<file path="config.mk">
export PLATFORM = sky130hd
export DESIGN_NAME = axis_gen_ctrl
export DESIGN_NICKNAME = d
export VERILOG_FILES = /design/src/rtl/axis_gen_ctrl.sv
export SDC_FILE = /design/constraint.sdc
export NUM_CORES = 1
export LEC_CHECK = 0
export ABC_AREA = 1
export BUFFER_PORTS_ARGS = -buffer_cell sky130_fd_sc_hd__buf_4
export CAP_MARGIN = 40
export CORE_MARGIN = 2
export CORE_UTILIZATION = 35
export CTS_CLUSTER_SIZE = 12
export DETAILED_ROUTE_END_ITERATION = 10
export PLACE_DENSITY_LB_ADDON = 0.12
export SETUP_SLACK_MARGIN = 0.3
export SLEW_MARGIN = 20
export SYNTH_ARGS = -nofsm -noshare
export SYNTH_HDL_FRONTEND = slang
export SYNTH_SLANG_ARGS = --single-unit
</file>
<file path="constraint.sdc">
create_clock -name axis_streaming_data_clk -period 3 [get_ports axis_streaming_data_clk]
set_input_delay 0.6 -clock axis_streaming_data_clk [delete_from_list [all_inputs] [get_ports axis_streaming_data_clk]]
set_output_delay 0.6 -clock axis_streaming_data_clk [all_outputs]
set_load 0.03 [all_outputs]
</file>
<file path="src/rtl/axis_gen_ctrl.sv">
// -----------------------------------------------------------------------------
// axis_gen_ctrl
//
// Run controller for axis_data_gen. Captures a traffic profile (packet length,
// period, packet count) when a run is started. It then sequences the generator
// enable and stops the generator on a packet boundary. It also snoops the
// generator's AXIS TX handshake to report packets, beats and backpressure
// stalls for the current or most recent run.
//
// Ports
//   axis_streaming_data_clk  streaming clock
//   axis_streaming_rst_n     synchronous reset, active low
//   cfg_start                1-cycle pulse, begin a run
//   cfg_stop                 1-cycle pulse, end a run at the next packet boundary
//   cfg_pkt_length           packet length in bytes, captured on an accepted start
//   cfg_period               cycles between packet starts, captured on an accepted start
//   cfg_pkt_count            packets per run, 0 means run until cfg_stop
//   gen_enable               enable to the generator
//   gen_pkt_length           packet length to the generator, constant while busy
//   gen_period               period to the generator, constant while busy
//   mon_tvalid/tready/tlast  snoop of the generator TX handshake
//   status_busy              high in LOAD, RUN and DRAIN
//   status_done              1-cycle pulse when a run completes
//   status_err               sticky, the last start request was rejected
//   status_pkt_sent          tlast handshakes in the current/last run
//   status_beat_sent         tvalid&tready beats in the current/last run
//   status_stall_cycles      cycles with tvalid&!tready in the current/last run
// -----------------------------------------------------------------------------
module axis_gen_ctrl #(
    parameter int unsigned G_LEN_WIDTH = 16,
    parameter int unsigned G_CNT_WIDTH = 32
) (
    input  logic                   axis_streaming_data_clk,
    input  logic                   axis_streaming_rst_n,
    input  logic                   cfg_start,
    input  logic                   cfg_stop,
    input  logic [G_LEN_WIDTH-1:0] cfg_pkt_length,
    input  logic [G_LEN_WIDTH-1:0] cfg_period,
    input  logic [G_CNT_WIDTH-1:0] cfg_pkt_count,
    output logic                   gen_enable,
    output logic [G_LEN_WIDTH-1:0] gen_pkt_length,
    output logic [G_LEN_WIDTH-1:0] gen_period,
    input  logic                   mon_tvalid,
    input  logic                   mon_tready,
    input  logic                   mon_tlast,
    output logic                   status_busy,
    output logic                   status_done,
    output logic                   status_err,
    output logic [G_CNT_WIDTH-1:0] status_pkt_sent,
    output logic [G_CNT_WIDTH-1:0] status_beat_sent,
    output logic [G_CNT_WIDTH-1:0] status_stall_cycles
);

    typedef enum logic [2:0] {
        ST_IDLE,
        ST_LOAD,
        ST_RUN,
        ST_DRAIN,
        ST_DONE
    } state_t;

    localparam logic [G_CNT_WIDTH-1:0] CNT_MAX = {G_CNT_WIDTH{1'b1}};
    localparam logic [G_CNT_WIDTH-1:0] CNT_ONE = {{(G_CNT_WIDTH-1){1'b0}}, 1'b1};

    state_t                 state;
    state_t                 state_next;
    logic [G_CNT_WIDTH-1:0] target;
    logic                   in_pkt;
    logic                   beat;
    logic                   pkt_end;
    logic                   stall;
    logic                   start_req;
    logic                   cfg_ok;
    logic                   start_accept;
    logic                   counting;
    logic [G_CNT_WIDTH-1:0] pkt_sent_inc;
    logic [G_CNT_WIDTH-1:0] beat_sent_inc;
    logic [G_CNT_WIDTH-1:0] stall_inc;

    // Handshake decode and increment values for the status counters. A start
    // that arrives together with a stop is treated as no request at all. Each
    // counter sticks at all-ones rather than wrapping back to zero.
    always_comb begin
        beat          = mon_tvalid & mon_tready;
        pkt_end       = beat & mon_tlast;
        stall         = mon_tvalid & ~mon_tready;
        start_req     = cfg_start & ~cfg_stop;
        cfg_ok        = (cfg_pkt_length != '0) && (cfg_period != '0);
        start_accept  = (state == ST_IDLE) && start_req && cfg_ok;
        counting      = (state == ST_RUN) || (state == ST_DRAIN);
        pkt_sent_inc  = (status_pkt_sent == CNT_MAX) ? CNT_MAX : status_pkt_sent + CNT_ONE;
        beat_sent_inc = (status_beat_sent == CNT_MAX) ? CNT_MAX : status_beat_sent + CNT_ONE;
        stall_inc     = (status_stall_cycles == CNT_MAX) ? CNT_MAX : status_stall_cycles + CNT_ONE;
    end

    // State register for the run sequencer.
    always_ff @(posedge axis_streaming_data_clk) begin
        if (!axis_streaming_rst_n) begin
            state <= ST_IDLE;
        end else begin
            state <= state_next;
        end
    end

    // Next-state logic and state-decoded outputs. LOAD holds the enable low
    // for one cycle so the generator sees a stable profile before it starts.
    // A target of zero means the run only ends on cfg_stop. DRAIN waits until
    // the packet in flight has closed and the generator has gone quiet.
    always_comb begin
        state_next  = state;
        gen_enable  = 1'b0;
        status_busy = 1'b0;
        status_done = 1'b0;
        case (state)
            ST_IDLE: begin
                if (start_accept) begin
                    state_next = ST_LOAD;
                end
            end
            ST_LOAD: begin
                status_busy = 1'b1;
                state_next  = cfg_stop ? ST_DONE : ST_RUN;
            end
            ST_RUN: begin
                status_busy = 1'b1;
                gen_enable  = 1'b1;
                if (cfg_stop || (pkt_end && (target != '0) && (pkt_sent_inc == target))) begin
                    state_next = ST_DRAIN;
                end
            end
            ST_DRAIN: begin
                status_busy = 1'b1;
                if (!in_pkt && !mon_tvalid) begin
                    state_next = ST_DONE;
                end
            end
            ST_DONE: begin
                status_done = 1'b1;
                state_next  = ST_IDLE;
            end
            default: begin
                state_next = ST_IDLE;
            end
        endcase
    end

    // Profile capture and the sticky error flag. A rejected start only sets
    // the error flag. The profile from the previous run stays untouched.
    always_ff @(posedge axis_streaming_data_clk) begin
        if (!axis_streaming_rst_n) begin
            gen_pkt_length <= '0;
            gen_period     <= '0;
            target         <= '0;
            status_err     <= 1'b0;
        end else if ((state == ST_IDLE) && start_req) begin
            if (cfg_ok) begin
                gen_pkt_length <= cfg_pkt_length;
                gen_period     <= cfg_period;
                target         <= cfg_pkt_count;
                status_err     <= 1'b0;
            end else begin
                status_err <= 1'b1;
            end
        end
    end

    // Status counters. They are cleared on an accepted start. They advance
    // only in RUN and DRAIN, so packets that finish during the drain are
    // still counted. They keep their values in IDLE after a run ends.
    always_ff @(posedge axis_streaming_data_clk) begin
        if (!axis_streaming_rst_n) begin
            status_pkt_sent     <= '0;
            status_beat_sent    <= '0;
            status_stall_cycles <= '0;
        end else if (start_accept) begin
            status_pkt_sent     <= '0;
            status_beat_sent    <= '0;
            status_stall_cycles <= '0;
        end else if (counting) begin
            if (pkt_end) begin
                status_pkt_sent <= pkt_sent_inc;
            end
            if (beat) begin
                status_beat_sent <= beat_sent_inc;
            end
            if (stall) begin
                status_stall_cycles <= stall_inc;
            end
        end
    end

    // Tracks whether the generator is partway through a packet. This stops
    // DRAIN from ending between beats while tvalid is briefly low.
    always_ff @(posedge axis_streaming_data_clk) begin
        if (!axis_streaming_rst_n) begin
            in_pkt <= 1'b0;
        end else if (pkt_end) begin
            in_pkt <= 1'b0;
        end else if (beat) begin
            in_pkt <= 1'b1;
        end
    end

endmodule

</file>
==> metrics.csv <==
stage,metric,value,unit
run_status,status,completed,
finish,final_util,46.6,%
synthesis,avgSynthCellArea,6.81,um^2
synthesis,async_flop_share,0,%
global_routing,grtUsageTotal,21.5,%
synthesis,synth.area.top_cells,"dfxtp_1 (38%), nand2_1 (13%), a21oi_1 (7.1%)",
synthesis,synth_area,0.00874,mm^2
die,initial_core_util,35.8,%
synthesis,synth.most_common_cell,nand2_1,
global_routing,grt_pass1_vias,8551,
timing,slew_viol_final,0,
global_routing,gr-total-overflow,0,
timing,hold_viol,0,
power_and_ir_drop,pwr_density_cell,519,mW/mm^2
clock_network,insertion_delay,0.43,ns
setup_path,start_kind,flip-flop,
setup_path,worst-path-max-fanout,17,
clock_network,path_clk_slew,0.07,ns
global_routing,grt_max_degree,56,
global_routing,grt_pass1_wl,45100,um
route,routed_wl,28600,um
placed_design,portBuffers,202,
die,die-area,0.0262,mm^2
synthesis,ys_types,43,
timing,max_freq,403,MHz
placed_design,gp_congestion,0.863,
timing,finalSetupViolations,0,
setup_path,end_kind,flip-flop,
route,drt_iter0_drc,607,
synthesis,synth_nets,1357,
setup_path,crit_type,reg2reg,
synthesis,yosys_warnings,0,
placed_design,hpwl,21600,um
power_and_ir_drop,power_leakage,4.72,nW
setup_path,worstPathCellList,ha_4 -> nand2_1 -> nor2_4 -> nand2_4 -> nor2_8 -> buf_4 -> nand2_4 -> nand3_1 -> nand2_1 -> nand3_1 -> nor2_1 -> nand2_1 -> inv_1 -> nand2_1 -> nor2_2 -> nand2_1 -> nand2_2 -> nand3_1 -> nand2_1 -> nor2_1,
clock_network,cts_root_buf,clkbuf_16,
route,drc,0,
route,dr.pass1.iters,5,
route,postRouteAntennaNets,0,
clock_network,clock-sinks,165,
power_and_ir_drop,peakVddDrop,0.332,mV
timing,rsz0062_at_grt,true,
synthesis,synth_cells,1283,
finish,post_route_cells_drive_above_1_share,22.2,%
clock_network,numCtsBuffers,17,
finish,nets,1567,
min_path,hp-class,in2reg,
timing,finalSetupTns,0,ns
clock_network,clk_path_buf_depth,2,
route,viasPerCell,4.97,
die,die_w,162,um
setup_path,cpMostUsedCell,nand2_1,
setup_path,cpPeakStageDelay,0.40,ns
setup_path,cp_slowest_cell,dfxtp_2,
synthesis,synth_top_cell_by_area,dfxtp_1,
die,die_y,162,um
route,wl_per_cell,15.6,um
synthesis,ys_seq_elements,165,
global_routing,grt_antenna_before_repair,1,
synthesis,synth_top_cell_area_share,37.8,%
die,io-pin-count,203,
timing,finalClockSkew,0.0166,ns
setup_path,critPathRequiredTime,3.35,ns
die,fp-row-count,57,
synthesis,synth-edff-count,0,
timing,post-route-min-period,2.48,ns
setup_path,critPathArrivalTime,2.84,ns
synthesis,synth_top_flop_cell,dfxtp_1,
job,drv_cap,0,
timing,worstMarginPinSlew,0.661,ns
synthesis,yosysSeqAreaShare,37.8,%
die,core_area,0.0244,mm^2
timing,min_period_over_period,82.7,%
clock_network,cts_tree,yes,
finish,syn_to_final_growth,30.2,%
synthesis,synth.top_cells.by_count,"nand2_1 (311), dfxtp_1 (165), inv_1 (138)",
clock_network,cts_max_level,4,
timing,slew_headroom,55.8,%
power_and_ir_drop,p_total,5.91,mW
route,routed-via-count,9103,
[final cells by class]
class / instances / area (um^2)
well taps: 324 / 405
diodes: 1 / 2.50
multi-input cells: 930 / 4760
clock inverters: 13 / 124
flip-flops and latches: 165 / 3310
inverters: 145 / 548
clock buffers: 18 / 439
repair inverters: 1 / 7.51
repair buffers: 233 / 1780
fillers: 2563 / 13000
[per-stage QoR]
stage | cells | setup WS (ns) | cell area, um^2 | hold WS, ns
floorplan | 1283 | 0.586 | 8740 | 0.456
global placement | 1788 | 0.306 | 10700 | 0.430
detailed placement | 1789 | 0.262 | 10700 | 0.439
CTS | 1821 | 0.302 | 11300 | 0.393
global route | 1830 | 0.288 | 11400 | 0.410
finish | 1830 | 0.518 | 11400 | 0.408
[per-layer routing]
metal | GRT usage (%) | routed length (um) | part of all wire, % | up-vias
met3 | 5.77 | 2070 | 7.2 | 18
li1 | - | - | - | 4634
met5 | 0 | 0 | 0 | -
met4 | 5.03 | 313 | 1.1 | 0
met1 | 29.1 | 13400 | 47 | 4186
met2 | 34.2 | 12900 | 45 | 265
[placed cells by master (no fill, tap or decap), types with 2 or more instances in the layout]
| master | n |
|---|---|
| a211oi_1 | 14 |
| a21oi_1 | 124 |
| a21oi_2 | 2 |
| a31oi_1 | 18 |
| buf_4 | 231 |
| clkbuf_16 | 17 |
| clkinv_2 | 2 |
| clkinv_4 | 2 |
| clkinvlp_4 | 5 |
| dfxtp_1 | 163 |
| dfxtp_2 | 2 |
| ha_1 | 2 |
| inv_1 | 136 |
| inv_2 | 8 |
| inv_6 | 5 |
| nand2_1 | 310 |
| nand2_2 | 11 |
| nand2_4 | 2 |
| nand3_1 | 80 |
| nand3_2 | 4 |
| nand3_4 | 3 |
| nand3b_1 | 6 |
| nand4_1 | 40 |
| nor2_1 | 118 |
| nor2_2 | 15 |
| nor2_4 | 9 |
| nor3_1 | 23 |
| nor3_2 | 2 |
| nor4_1 | 12 |
| nor4_2 | 2 |
| o21a_1 | 2 |
| o21ai_0 | 59 |
| or2_2 | 2 |
| xnor2_1 | 15 |
| xor2_1 | 42 |
[kinds of logic after synthesis]
kind of cell | after synthesis | synth area share [%]
simple gates | 645 | 33.7
compound gates | 222 | 13.6
buf+inv | 191 | 8.73
flops | 165 | 37.8
xor+xnor | 57 | 5.71
fa+ha+maj | 3 | 0.430
[where the power goes]
part	leakage, nW	switching, mW	total (mW)	internal [mW]
combinational	3.11	0.828	1.29	0.463
clock	0.270	0.974	2.15	1.17
sequential	1.34	0.118	2.47	2.35
total	4.72	1.92	5.91	3.98
[worst max-delay path: cells and delay by family, from the launching register on]
kind | cells | cell delay (ns)
DFF | 1 | 0.40
and+or+nand+nor | 17 | 1.62
adders and majority gates | 1 | 0.18
buffers and inverters | 2 | 0.21
[timing repair]
action,in CTS,in global routing
hold buffers,0,0
cloned,1,3
endpoints found under the hold margin,0,0
setup endpoints to repair,1,12
pin swaps,1,3
buffers inserted,0,5
gates resized for setup,1,12
[flip-flops by register name, summed over array words and instances, names as in the netlist]
name and cells:
status_beat_sent 32, status_pkt_sent 32, status_stall_cycles 32, target 32, gen_period 16, gen_pkt_length 16, state 3, in_pkt 1
status_err 1
[worst paths after layout]
path	depth (start not counted)	slack [ns]	startpoint	endpoint
hold / removal	3	0.41	cfg_period[9]	gen_period[9]$_SDFFE_PN0P_
hold reg to reg	2	0.45	gen_period[9]$_SDFFE_PN0P_	gen_period[9]$_SDFFE_PN0P_
setup / recovery	20	0.52	status_pkt_sent[0]$_SDFFE_PP0P_	state[1]$_SDFFE_PN0P_
setup reg to reg	20	0.52	status_pkt_sent[0]$_SDFFE_PP0P_	state[1]$_SDFFE_PN0P_
Power figures use the tool's default switching activity.
